===== config.mk =====
export PLATFORM = sky130hd
export DESIGN_NAME = seg_scan_driver
export DESIGN_NICKNAME = d
export VERILOG_FILES = /design/src/rtl/seg_scan_driver.sv
export SDC_FILE = /design/constraint.sdc
export NUM_CORES = 1
export LEC_CHECK = 0
export CORE_UTILIZATION = 40
export CTS_CLUSTER_DIAMETER = 40
export DETAILED_ROUTE_END_ITERATION = 7
export PLACE_DENSITY_LB_ADDON = 0.08
export SKIP_LAST_GASP = 1
export SYNTH_ARGS = -nofsm -noshare
export SYNTH_HDL_FRONTEND = slang
export SYNTH_SLANG_ARGS = --single-unit
export TNS_END_PERCENT = 100

===== constraint.sdc =====
create_clock -name clk -period 4.7 [get_ports clk]
set_input_delay 1.41 -clock clk [delete_from_list [all_inputs] [get_ports clk]]
set_output_delay 1.41 -clock clk [all_outputs]
set_load 0.01 [all_outputs]

===== src/rtl/seg_scan_driver.sv =====
// rtl/seg_scan_driver.sv - N-digit multiplexed seven-segment scan driver with frame-synchronous value load
// Optional anode PWM dimming via `define BRIGHTNESS_EN (adds brightness[3:0] input).
module seg_scan_driver #(
  parameter int N_DIGITS    = 8,
  parameter int REFRESH_DIV = 100000
) (
  input  logic                    clk,
  input  logic                    rst,
  input  logic                    load_valid,
  output logic                    load_ready,
  input  logic [4*N_DIGITS-1:0]   load_value,
  input  logic [N_DIGITS-1:0]     load_dp,
  input  logic                    blank_lz,
`ifdef BRIGHTNESS_EN
  input  logic [3:0]              brightness,
`endif
  output logic                    frame_start,
  output logic [N_DIGITS-1:0]     anode,
  output logic [7:0]              cathode
);

  localparam int PW = $clog2(REFRESH_DIV);
  localparam int IW = $clog2(N_DIGITS);
  localparam logic [PW-1:0] PRESC_LAST = PW'(REFRESH_DIV - 1);
  localparam logic [IW-1:0] IDX_LAST   = IW'(N_DIGITS - 1);

  logic [PW-1:0]           r_presc;
  logic [IW-1:0]           r_index;
  logic                    r_pend_full;
  logic [4*N_DIGITS-1:0]   r_pend_value;
  logic [N_DIGITS-1:0]     r_pend_dp;
  logic [4*N_DIGITS-1:0]   r_disp_value;
  logic [N_DIGITS-1:0]     r_disp_dp;
  logic                    r_frame_start;
  logic [N_DIGITS-1:0]     r_anode;
  logic [7:0]              r_cathode;

  logic                    w_tick;
  logic                    w_boundary;
  logic                    w_accept;
  logic [3:0]              w_nibble;
  logic [6:0]              w_seg;
  logic [N_DIGITS-1:0]     w_upper_zero;
  logic                    w_blank;
  logic                    w_anode_on;
  logic [N_DIGITS-1:0]     w_anode_sel;
  logic [7:0]              w_cathode_nxt;

  assign w_tick     = (r_presc == PRESC_LAST);
  assign w_boundary = w_tick && (r_index == IDX_LAST);
  assign w_accept   = load_valid && !r_pend_full;
  assign w_nibble   = r_disp_value[{r_index, 2'b00} +: 4];

  // w_upper_zero[i]: this digit and every more significant one are zero
  always_comb begin
    w_upper_zero = '0;
    for (int i = 0; i < N_DIGITS; i++) begin
      w_upper_zero[i] = ((r_disp_value >> (4 * i)) == '0);
    end
  end

  assign w_blank = blank_lz && (r_index != '0) && w_upper_zero[r_index];

  always_comb begin
    w_seg = 7'h7F;
    case (w_nibble)
      4'h0: w_seg = 7'h40;
      4'h1: w_seg = 7'h79;
      4'h2: w_seg = 7'h24;
      4'h3: w_seg = 7'h30;
      4'h4: w_seg = 7'h19;
      4'h5: w_seg = 7'h12;
      4'h6: w_seg = 7'h02;
      4'h7: w_seg = 7'h78;
      4'h8: w_seg = 7'h00;
      4'h9: w_seg = 7'h10;
      4'hA: w_seg = 7'h08;
      4'hB: w_seg = 7'h03;
      4'hC: w_seg = 7'h46;
      4'hD: w_seg = 7'h21;
      4'hE: w_seg = 7'h06;
      4'hF: w_seg = 7'h0E;
      default: w_seg = 7'h7F;
    endcase
  end

  assign w_cathode_nxt = w_blank ? 8'hFF : {~r_disp_dp[r_index], w_seg};
  assign w_anode_sel   = ~({{(N_DIGITS-1){1'b0}}, 1'b1} << r_index);

`ifdef BRIGHTNESS_EN
  // Anode is lit only for the first (brightness+1)/16 of each slot.
  logic [31:0] w_duty_limit;
  assign w_duty_limit = ((32'(brightness) + 32'd1) * 32'(REFRESH_DIV)) >> 4;
  assign w_anode_on   = (32'(r_presc) < w_duty_limit);
`else
  assign w_anode_on = 1'b1;
`endif

  always_ff @(posedge clk or negedge rst) begin
    if (!rst) begin
      r_presc       <= '0;
      r_index       <= '0;
      r_pend_full   <= 1'b0;
      r_pend_value  <= '0;
      r_pend_dp     <= '0;
      r_disp_value  <= '0;
      r_disp_dp     <= '0;
      r_frame_start <= 1'b0;
      r_anode       <= '1;
      r_cathode     <= 8'hFF;
    end else begin
      r_presc <= w_tick ? '0 : r_presc + PW'(1);
      if (w_tick) begin
        r_index <= (r_index == IDX_LAST) ? '0 : r_index + IW'(1);
      end
      r_frame_start <= w_boundary;
      if (w_boundary && r_pend_full) begin
        r_disp_value <= r_pend_value;
        r_disp_dp    <= r_pend_dp;
      end
      // An accept can only happen while pending is empty, so a coincident
      // boundary has nothing to transfer and the new value stays pending.
      if (w_accept) begin
        r_pend_value <= load_value;
        r_pend_dp    <= load_dp;
        r_pend_full  <= 1'b1;
      end else if (w_boundary) begin
        r_pend_full  <= 1'b0;
      end
      r_anode   <= w_anode_on ? w_anode_sel : '1;
      r_cathode <= w_cathode_nxt;
    end
  end

  assign load_ready  = !r_pend_full;
  assign frame_start = r_frame_start;
  assign anode       = r_anode;
  assign cathode     = r_cathode;

endmodule

# Word level (Yosys, flattened, before mapping)
# Memories as Yosys holds them, arrays and structs flattened.
# Cells that the tools add are included.
[op_classes]
div = 0
magnitude_cmp = 1
muxes = 9
bitwise = 2
n_addsub = 2
n_reduce_logical = 16
n_eq_ne = 2
n_shift = 2
n_mul = 0
[ops]
columns = ["cell", "count"]
rows = [
  ["$logic_not A32 Y1", 8],
  ["$shiftx A32 B6 Y4", 1],
  ["$add A17 B1 Y17 const B", 1],
  ["$eq A17 B17 Y1 const B", 1],
  ["$mux W17", 1],
  ["$mux W8", 1],
  ["$not A8 Y8", 1],
  ["$shl A1 B3 Y8 const A", 1],
  ["$bmux W1 S3", 2],
  ["$logic_and A1 B1 Y1", 5],
  ["$lt A3 B4 Y1 const B", 1],
  ["$mux W1", 4],
  ["$add A3 B1 Y3 const B", 1],
  ["$eq A3 B3 Y1 const B", 1],
  ["$mux W3", 1],
  ["$reduce_bool A3 Y1", 1],
  ["$reduce_bool A2 Y1", 1],
  ["$logic_not A1 Y1", 1],
  ["$not A1 Y1", 1],
]
[totals]
latchBits = 0
out_inout_bits = 18
wordCells = 45
ram_bits = 0
inputBits = 44
memories = 1
register_bits = 118
rom_bits = 112
[mem_list]
columns = ["memory", "words", "width", "rd", "rd_ports_with_merged_regs", "write_ports", "line", "source"]
rows = [
  ["(no name shown)", 16, 7, 1, 0, 0, "66", "case (w_nibble)"],
]

# Logic depth before layout (Yosys ltp)
# Gate-level depths: netlist (run 1).
[logic_depth]
ltp_word = 5
mapped_depth = 9

# Worst setup path after synthesis (run 1)
# OpenSTA, ideal clock, no wires.
[synth_path]
path_kind = "input port to flip-flop"
startpoint = "in load_valid"
endpoint = "reg r_pend_dp[0]"
path_buffers = 1
arrival_ns = 2.322
required_ns = 4.575
path_stages = 3
path_slack_ns = 2.254
setup_time_ns = 0.125
path_cell_list = "nor2b_1 clkbuf_1 mux2_2"
[synth_between]
elab_chain_len = 1
[synth_lines]
columns = ["element", "line", "source"]
rows = [
  ["start: declaration", "9", "input logic load_valid,"],
  ["$logic_and A1 B1 Y1", "51", "assign w_accept = load_valid && !r_pend_full;"],
  ["end signal: assignment", "125", "r_pend_dp <= load_dp;"],
  ["end: declaration", "31", "logic [N_DIGITS-1:0] r_pend_dp;"],
]
# Every way passes these cells.
# A chain may end at the register's enable or synchronous reset.

# Final worst setup path (run 1)
[layout_path]
startpoint = "reg r_pend_full"
endpoint = "out load_ready"
[layout_between]
elab_chain_len = 1
[layout_lines]
columns = ["element", "line", "source"]
rows = [
  ["start: declaration", "29", "logic r_pend_full;"],
  ["start signal: assignment", "103", "r_pend_full <= 1'b0;"],
  ["start signal: assignment", "126", "r_pend_full <= 1'b1;"],
  ["start signal: assignment", "128", "r_pend_full <= 1'b0;"],
  ["$logic_not A1 Y1", "135", "assign load_ready = !r_pend_full;"],
  ["end: declaration", "10", "output logic load_ready,"],
]
# Every way passes these cells.

==> metrics.md, run 1 <==
| Metric | Value |
|---|---|
| Setup fix buffers added after clock tree synthesis | `0` |
| Hold_buf cts | `0` |
| Wire per inst | `15.4 um` |
| Highest attainable clock frequency | `339 MHz` |
| HP Class | `reg -> reg` |
| CTS H-tree depth | `4` |
| Most common cell in the netlist | `dfrtp_1` |
| Pwr/cell area | `392 nW/um2` |
| Least-Margin Pin Slew | `0.835 ns` |
| Switching Share | `0.188` |
| Max-cap violations | `0` |
| Layout area overhead | `27.4%` |
| Placement row count | `41` |
| Cells after synthesis | `367` |
| Post-route DRC | `0` |
| Root buffer cell | `clkbuf_16` |
| PostCTS Resize Cnt | `0` |
| TNS Setup | `0 ns` |
| Reg clk slew, reported paths | `0.05 ns` |
| Starting Density | `0.410` |
| Hold path startpoint | `r_pend_value[29]` |
| Minimum clock period | `2.95 ns` |
| Crit-path max FO | `4` |
| Pin count of the biggest net entering global routing | `61` |
| Synth async-reset ratio | `1.00` |
| Crit end category | `output port` |
| CTS buffer count | `17` |
| Die Span Y | `116 um` |
| Final antenna-violating net count | `0` |
| Layout cells sized above 1 | `0.224` |
| Skew-Pair Late Insertion Delay | `0.41 ns` |
| DRT iter0 DRCs | `153` |
| Clk buf depth | `2` |
| CTS tree | `yes` |
| Number of synthesized flops with an enable pin | `0` |
| Yosys top cell area share | `0.493` |
| Vias in the first global route | `3113` |
| P_leak | `3.00 nW` |
| Post-synth top area cell | `dfrtp_1` |
| WP data required | `3.29 ns` |
| Critical path launch point type | `flop` |
| WP data arrival | `1.54 ns` |
| Synthesized net count | `424` |
| Net Switching | `0.487 mW` |
| Slew headroom | `0.439` |
| Largest cells by area after synthesis | `dfrtp_1, mux2_1, mux2_2` |
| Die Area | `13400 um2` |
| Placer congestion estimate | `0.792` |
| GR Overflow Total | `0` |
| Worst setup path class | `reg -> out` |
| Post-synth top flop | `dfrtp_1` |
| WHS | `0.473 ns` |
| Setup crit start | `r_pend_full` |
| Syn Area/Cell | `14.1 um2` |
| RSZ-0062 raised after global routing | `no` |
| Core Region | `12600 um2` |
| Die Wd | `116 um` |
| Syn. warnings | `0` |
| Nets | `491` |
| IO Count | `62` |
| Routed vias/inst | `4.94` |
| First-pass GRT wire length | `16100 um` |
| Comb pwr share | `0.038` |
| Commonest cells in the netlist | `dfrtp_1, mux2_1, mux2_2` |
| Setup violators final | `0` |
| Vias | `3056` |
| # port buffers | `61` |
| Status | `finished, final reports clean` |
| Clk network pwr share | `0.542` |
| Endpoints failing hold | `0` |
| Final Slew Violations | `0` |
| Seq pwr share | `0.420` |
| Drt first pass iters | `4` |
| Synthesized cell area | `5170 um2` |
| Hpwl dp | `6490 um` |
| Final Cycle Share | `0.628` |
| Initial antenna violation count | `0` |
| Clk sinks | `118` |
| Total global-route track usage | `0.165` |
| VDD IR-drop max | `0.240 mV` |
| Synth cell types | `44` |
| Register area share after synthesis | `0.574` |
| Ant diodes | `0` |
| Final wirelength | `9510 um` |
| Synth Register Bits | `118` |
| Worst R2R Start | `r_presc[5]` |
| Final setup skew | `0.00885 ns` |
| Internal power | `2.10 mW` |
[metrics by stage]
step | utilization | total power, mW | cell area (um2) | instances | setup slack (ns)
after floorplan | - | 1.13 | 5170 | 367 | 2.25
after global placement | 0.471 | 1.20 | 5940 | 587 | 1.65
after detailed placement | 0.471 | 1.20 | 5940 | 587 | 1.60
after CTS | 0.523 | 2.62 | 6600 | 619 | 1.73
after global routing | 0.523 | 2.68 | 6600 | 619 | 1.50
final | 0.523 | 2.58 | 6600 | 619 | 1.75
[routing by layer]
layer  global-route usage  wire length, um  up-vias
met5                    0                0        -
met4               0.0821              210        0
met3               0.0607              476       20
met2                0.233             4110       68
met1                0.222             4710     1512
li1                     -                -     1456
[power groups by stage]
stage | combinational [mW] | sequential, mW | clock, mW
after floorplan | 0.0393 | 1.09 | 0
after global placement | 0.0991 | 1.10 | 0
after detailed placement | 0.102 | 1.10 | 0
after CTS | 0.102 | 1.09 | 1.44
after global routing | 0.111 | 1.09 | 1.48
final | 0.0987 | 1.08 | 1.40
[state kept, by name, indices dropped and copies added, names as in the netlist, 3 cells and up]
name          cells
r_index           3
r_disp_value     32
r_disp_dp         8
r_pend_dp         8
r_pend_value     32
r_presc          17
cathode           8
anode             8
[final timing paths]
kind                               endpoint  slack [ns]  cells past startpoint
min reg2reg                r_disp_value[29]        0.47                      1
max reg2reg                r_disp_value[20]        1.90                      5
min                        r_disp_value[29]        0.47                      1
max in group asynchronous        cathode[7]        2.84                      2
max                              load_ready        1.75                      2
min in group asynchronous  r_disp_value[17]        1.06                      1
[cells by family after synthesis]
family                     count (synthesis)  synth area share
DFF                                      118             0.574
muxes                                     97             0.240
and+or+nand+nor                           82            0.0810
buffers and inverters                     24            0.0244
AOI/OAI and AO/OA                         18            0.0237
xor gates and xnor gates                  15            0.0254
adders and majority gates                 13            0.0314
[placed cells by master (no fill, tap or decap), types with 6 or more instances in the layout]
master / synthesis / final
dfrtp_1: 102 / 102
clkdlybuf4s50_1: 0 / 60
mux2_2: 40 / 40
mux2_1: 40 / 40
nand2_1: 22 / 22
clkbuf_16: 0 / 17
dfstp_2: 16 / 16
nor2_1: 15 / 15
ha_1: 13 / 13
nand3_1: 12 / 12
nor4_1: 10 / 10
xnor2_1: 8 / 8
inv_1: 7 / 7
xor2_1: 7 / 7
clkbuf_8: 0 / 6
[critical path, cell delays in order, from the launching register on]
cell and delay (ns):
dfrtp_1 0.50, inv_1 0.10, clkdlybuf4s50_1 0.53
[cell type report]
type	instances	area (um2)
inverter	9	33.8
tap	172	215
fill	1124	6020
multi-input combinational	225	2080
clock buffer	25	515
sequential	118	2970
clock inverter	7	139
timing repair buffer	63	636
(Power assumes the default switching activity.)
==> inputs of run 2 (changes only) <==
==> constraint.sdc (replaced) <==
create_clock -name clk -period 2.7 [get_ports clk]
set_input_delay 0.81 -clock clk [delete_from_list [all_inputs] [get_ports clk]]
set_output_delay 0.81 -clock clk [all_outputs]
set_load 0.01 [all_outputs]
==> run 2 against run 1 <==
Against the previous run: wire length is 1.8% higher; critical path depth unchanged; hold slack better by 0.0011 ns; register-to-register slack worse by 1.5 ns; clock skew about the same; core utilization increased by 0.33 points; first-iteration DRC count down 14%; sequential share of layout area is 0.28 points lower; clock-buffer cell count decreased by 2; via count increased by 1.0%; largest cell class unchanged.
==> metrics.md, run 2 (synthesis gave the netlist of run 1 again) <==
| Metric | Value |
|---|---|
| Status | `finished, final reports clean (unchanged)` |
| Filler cell count | `1113 (was 1124)` |
| Setup violators final | `0 (unchanged)` |
| Global Route met2 Usage | `0.242 (was 0.233)` |
| VDD IR-drop max | `0.450 mV (was 0.240 mV)` |
| Cells on worst reg2reg path | `7 (was 5)` |
| Final antenna-violating net count | `0 (unchanged)` |
| Routed vias/inst | `4.92 (was 4.94)` |
| IO Count | `62 (unchanged)` |
| Skew-Pair Late Insertion Delay | `0.42 ns (was 0.41 ns)` |
| Layout cells sized above 1 | `0.237 (was 0.224)` |
| Die Area | `13400 um2 (unchanged)` |
| RSZ-0062 raised after global routing | `no (unchanged)` |
| Highest attainable clock frequency | `429 MHz` |
| Starting Density | `0.410 (unchanged)` |
| Crit-path max FO | `4 (unchanged)` |
| Critical path launch point type | `flop (unchanged)` |
| Area of the multi-input gates | `2080 um2 (unchanged)` |
| CTS buffer count | `17 (unchanged)` |
| Vias in the first global route | `3246 (was 3113)` |
| M3 GR Usage | `0.0601 (was 0.0607)` |
| Final Slew Violations | `0 (unchanged)` |
| # port buffers | `61 (unchanged)` |
| TNS Setup | `0 ns (unchanged)` |
| CTS H-tree depth | `4 (unchanged)` |
| Final setup skew | `0.00904 ns (was 0.00885 ns)` |
| Die Wd | `116 um (unchanged)` |
| Root buffer cell | `clkbuf_16 (unchanged)` |
| Vias | `3087 (was 3056)` |
| Global routing usage on met1 | `0.230 (was 0.222)` |
| GR Overflow Total | `0 (unchanged)` |
| Largest stage delay, worst path | `0.53 ns (about the same)` |
| Levels on crit path | `2 (unchanged)` |
| # placed instances | `595 (was 587)` |
| Non-Filler Instances | `627 (was 619)` |
| Commonest non-fill, non-tap cell in the layout | `dfrtp_1 (unchanged)` |
| Post-Place Setup Slack | `0.178 ns (was 1.60 ns)` |
| Core Region | `12600 um2 (unchanged)` |
| Minimum clock period | `2.33 ns` |
| Hpwl dp | `6680 um (was 6490 um)` |
| Ant diodes | `0 (unchanged)` |
| CP delay by family, top | `buffers and inverters (unchanged)` |
| Reg clk slew, reported paths | `0.05 ns (about the same)` |
| Hold_buf cts | `0 (unchanged)` |
| FF/Latch Area | `2970 um2 (unchanged)` |
| Endpoints failing hold | `0 (unchanged)` |
| Layout area overhead | `28.2% (was 27.4%)` |
| Post-route DRC | `0 (unchanged)` |
| WP data arrival | `1.52 ns (was 1.54 ns)` |
| Busiest metal layer after global routing | `met2 (unchanged)` |
| Clk buf depth | `2 (unchanged)` |
| Setup fix buffers added after clock tree synthesis | `0 (unchanged)` |
| DRT iter0 DRCs | `131 (was 153)` |
| Crit path cell chain | `inv_1, clkdlybuf4s50_1 (unchanged)` |
| Total global-route track usage | `0.167 (was 0.165)` |
| Final instance area | `6640 um2 (was 6600 um2)` |
| Final Cycle Share | `0.863` |
| Slew headroom | `0.411 (was 0.439)` |
| Die Span Y | `116 um (unchanged)` |
| Final wirelength | `9680 um (was 9510 um)` |
| Placer congestion estimate | `0.781 (was 0.792)` |
| Placement row count | `41 (unchanged)` |
| Most frequent cells in the layout | `dfrtp_1, clkdlybuf4s50_1, mux2_2, mux2_1, nand2_1 (unchanged)` |
| DP Area | `6030 um2 (was 5940 um2)` |
| CTS tree | `yes (unchanged)` |
| Wire per inst | `15.4 um (about the same)` |
| Biggest regs | `r_disp_value: 32 flops, r_pend_value: 32 flops, r_presc: 17 flops (unchanged)` |
| Clk sinks | `118 (unchanged)` |
| Drt first pass iters | `4 (unchanged)` |
| Pwr/cell area | `656 nW/um2 (was 392 nW/um2)` |
| WP data required | `1.89 ns (was 3.29 ns)` |
| HP Class | `in -> async (was reg -> reg)` |
| PostCTS Resize Cnt | `0 (unchanged)` |
| Initial antenna violation count | `0 (unchanged)` |
| CP Buf/Inv Count | `2 (unchanged)` |
| Pin count of the biggest net entering global routing | `119 (was 61)` |
| Nets | `499 (was 491)` |
| Max-cap violations | `0 (unchanged)` |
| Final worst setup slack | `0.370 ns (was 1.75 ns)` |
| Slowest cell on the critical path | `clkdlybuf4s50_1 (unchanged)` |
| Crit end category | `output port (unchanged)` |
| Worst setup path class | `reg -> out (unchanged)` |
| First-pass GRT wire length | `16500 um (was 16100 um)` |
| Least-Margin Pin Slew | `0.877 ns (was 0.835 ns)` |
| P_leak | `3.02 nW (was 3.00 nW)` |
## run 2: path summary, 6_finish.rpt
path	start	to	slack (ns)
setup / recovery	r_pend_full	load_ready	0.37
hold / removal	rst	r_pend_value[17]	0.47
setup reg to reg	r_index[1]	cathode[2]	0.41
hold reg to reg	r_pend_value[1]	r_disp_value[1]	0.48
max in group asynchronous	rst	r_pend_value[7]	1.76
min in group clk	r_pend_value[1]	r_disp_value[1]	0.48
## run 2: layout make-up
type | count | share of cell area
tap | 172 | 0.0324
multi-input combinational | 225 | 0.314
timing repair buffer | 71 | 0.109
sequential | 118 | 0.448
inverter | 9 | 0.00509
clock buffer | 23 | 0.0735
clock inverter | 9 | 0.0185
## run 2: metrics by stage
stage | hold slack (ns) | total power, mW | util
after detailed placement | 0.469 | 2.10 | 0.477
after floorplan | 0.451 | 1.97 | -
final | 0.474 | 4.35 | 0.526
after global placement | 0.472 | 2.09 | 0.477
after global routing | 0.501 | 4.52 | 0.526
after CTS | 0.485 | 4.42 | 0.526
## run 2: where the power goes
| group | switching [mW] | leakage [nW] | total (mW) | internal [mW] |
|---|---|---|---|---|
| sequential | 0.0407 | 1.49 | 1.89 | 1.85 |
| combinational | 0.0585 | 1.23 | 0.171 | 0.113 |
| clock | 0.753 | 0.303 | 2.29 | 1.54 |
| total | 0.852 | 3.02 | 4.35 | 3.50 |
## run 2: layer usage
| metal | vias to the layer above | routed length (um) |
|---|---|---|
| met5 | - | 0 |
| met4 | 0 | 143 |
| met3 | 15 | 475 |
| met2 | 73 | 4300 |
| met1 | 1538 | 4760 |
| li1 | 1461 | - |
==> inputs of run 3 (changes only) <==
--- a/config.mk
+++ b/config.mk
@@ -5,6 +5,7 @@
 export SDC_FILE = /design/constraint.sdc
 export NUM_CORES = 1
 export LEC_CHECK = 0
+export CORE_ASPECT_RATIO = 0.6
 export CORE_UTILIZATION = 40
 export CTS_CLUSTER_DIAMETER = 40
 export DETAILED_ROUTE_END_ITERATION = 7
==> run 3 against run 2 <==
Against the previous run: sequential power about the same; hold slack got worse by 0.090 ns; clock power up 3%; via count increased by 1.7%.
==> metrics.md, run 3 (synthesis gave the netlist of run 1 again) <==
| Metric | Value |
|---|---|
| Status | `finished, final reports clean (unchanged)` |
| CTS H-tree depth | `4 (unchanged)` |
| Total global-route track usage | `0.175 (was 0.167)` |
| RSZ-0062 raised after global routing | `no (unchanged)` |
| Crit path cell chain | `nand4b_1, nor4_1, and4_1, nand3_4, mux2_1 (was inv_1, clkdlybuf4s50_1)` |
| Crit end category | `flop (was output port)` |
| Final antenna-violating net count | `0 (unchanged)` |
| CTS buffer count | `17 (unchanged)` |
| Nets | `500 (was 499)` |
| First-pass GRT wire length | `17500 um (was 16500 um)` |
| Net Switching | `0.923 mW (was 0.852 mW)` |
| Max-cap violations | `0 (unchanged)` |
| Final setup skew | `0.00629 ns (was 0.00904 ns)` |
| Comb pwr share | `0.040 (was 0.039)` |
| Non-Filler Instances | `621 (was 627)` |
| HP Class | `in -> async (unchanged)` |
| Placer congestion estimate | `0.774 (was 0.781)` |
| TNS Setup | `0 ns (unchanged)` |
| Critical path launch point type | `flop (unchanged)` |
| Busiest metal layer after global routing | `met1 (was met2)` |
| Initial antenna violation count | `0 (unchanged)` |
| Internal power | `3.51 mW (was 3.50 mW)` |
| PostCTS Resize Cnt | `0 (unchanged)` |
| Layout area overhead | `28.4% (was 28.2%)` |
| Clk sinks | `118 (unchanged)` |
| Final wirelength | `10300 um (was 9680 um)` |
| Highest attainable clock frequency | `427 MHz (was 429 MHz)` |
| Core Region | `12300 um2 (was 12600 um2)` |
| Clk network pwr share | `0.534 (was 0.526)` |
| Most frequent cells in the layout | `dfrtp_1, clkdlybuf4s50_1, mux2_2, mux2_1, nand2_1 (unchanged)` |
| Skew-Pair Late Insertion Delay | `0.41 ns (was 0.42 ns)` |
| Starting Density | `0.420 (was 0.410)` |
| WP data required | `2.99 ns (was 1.89 ns)` |
| P_leak | `3.02 nW (about the same)` |
| # placed instances | `589 (was 595)` |
| Slowest cell on the critical path | `mux2_1 (was clkdlybuf4s50_1)` |
| Global Route met2 Usage | `0.239 (was 0.242)` |
| Endpoints failing hold | `0 (unchanged)` |
| Post-route DRC | `0 (unchanged)` |
| GR Overflow Total | `0 (unchanged)` |
| Least-Margin Pin Slew | `0.783 ns (was 0.877 ns)` |
| Hold_buf cts | `0 (unchanged)` |
| Die Span Y | `90.1 um (was 116 um)` |
| CTS tree | `yes (unchanged)` |
| VDD IR-drop max | `0.401 mV (was 0.450 mV)` |
| Die Wd | `149 um (was 116 um)` |
| # port buffers | `61 (unchanged)` |
| Vias in the first global route | `3271 (was 3246)` |
| CP Buf/Inv Count | `0 (was 2)` |
| Hpwl dp | `7260 um (was 6680 um)` |
| Root buffer cell | `clkbuf_16 (unchanged)` |
| Biggest regs | `r_disp_value: 32 flops, r_pend_value: 32 flops, r_presc: 17 flops (unchanged)` |
| CP delay by family, top | `simple AND/OR/NAND/NOR gates (was buffers and inverters)` |
| Layout cells sized above 1 | `0.243 (was 0.237)` |
| Vias | `3140 (was 3087)` |
| Worst setup path class | `reg -> reg (was reg -> out)` |
| Largest stage delay, worst path | `0.53 ns (about the same)` |
| Pin count of the biggest net entering global routing | `42 (was 119)` |
| Commonest non-fill, non-tap cell in the layout | `dfrtp_1 (unchanged)` |
| Slew headroom | `0.474 (was 0.411)` |
| Setup fix buffers added after clock tree synthesis | `0 (unchanged)` |
| Reg clk slew, reported paths | `0.06 ns (was 0.05 ns)` |
| Wire per inst | `16.6 um (was 15.4 um)` |
| Pwr/cell area | `667 nW/um2 (was 656 nW/um2)` |
| DRT iter0 DRCs | `132 (was 131)` |
| Routed vias/inst | `5.06 (was 4.92)` |
| Final Cycle Share | `0.867 (was 0.863)` |
| Drt first pass iters | `6 (was 4)` |
| Minimum clock period | `2.34 ns (was 2.33 ns)` |
| IO Count | `62 (unchanged)` |
| Filler cell count | `1036 (was 1113)` |
| Global routing usage on met1 | `0.260 (was 0.230)` |
| Seq pwr share | `0.427 (was 0.434)` |
| Clk buf depth | `2 (unchanged)` |
| Setup violators final | `0 (unchanged)` |
| Die Area | `13400 um2 (about the same)` |
| WP data arrival | `2.63 ns (was 1.52 ns)` |
| Ant diodes | `0 (unchanged)` |
| Final Slew Violations | `0 (unchanged)` |
| Switching Share | `0.208 (was 0.196)` |
| Crit-path max FO | `41 (was 4)` |
| Placement row count | `31 (was 41)` |
| M3 GR Usage | `0.0467 (was 0.0601)` |
-- run 3: path summary, 6_finish.rpt --
path	from	endpoint	slack, ns	cells after the start
setup / recovery	r_presc[5]	r_disp_value[9]	0.36	5
hold / removal	rst	r_pend_value[21]	0.38	1
setup reg to reg	r_presc[5]	r_disp_value[9]	0.36	5
hold reg to reg	r_pend_value[30]	r_disp_value[30]	0.48	1
max in group asynchronous	rst	r_pend_dp[6]	1.59	2
min in group clk	r_pend_value[30]	r_disp_value[30]	0.48	1
-- run 3: worst register-to-register path, cell delays in order, from the launching register on --
cell and delay, ns:
dfrtp_1 0.44, nand4b_1 0.20, nor4_1 0.21, and4_1 0.32, nand3_4 0.51, mux2_1 0.54
-- run 3: layout make-up --
type                            count  area, um2  area share
Clock buffer                       17        425      0.0640
Clock inverter                     15        205      0.0309
Inverter                            9       33.8     0.00509
Multi-Input combinational cell    225       2080       0.314
Sequential cell                   118       2970       0.448
Tap cell                          165        206      0.0311
Timing Repair Buffer               72        716       0.108
-- run 3: metal layers --
layer,vias to the layer above,share of wire
li1,1474,-
met1,1574,0.52
met2,74,0.41
met3,18,0.052
met4,0,0.017
met5,-,0
-- run 3: metrics by stage --
stage               utilization  hold WS, ns  power, mW  cell area (um2)  worst slack, ns
floorplan                     -        0.451       1.97             5170            0.626
global placement          0.487        0.465       2.10             6010            0.300
detailed placement        0.487        0.470       2.10             6010            0.263
CTS                       0.539        0.390       4.49             6640            0.320
global route              0.539        0.421       4.60             6640            0.135
finish                    0.539        0.383       4.43             6640            0.358
-- run 3: power by group through the flow --
stage	registers, mW	clock network [mW]	logic [mW]
2_1_floorplan	1.90	0	0.0684
3_3_place_gp	1.92	0	0.175
3_5_place_dp	1.92	0	0.181
4_1_cts	1.89	2.42	0.182
5_1_grt	1.90	2.50	0.196
6_report	1.89	2.37	0.176
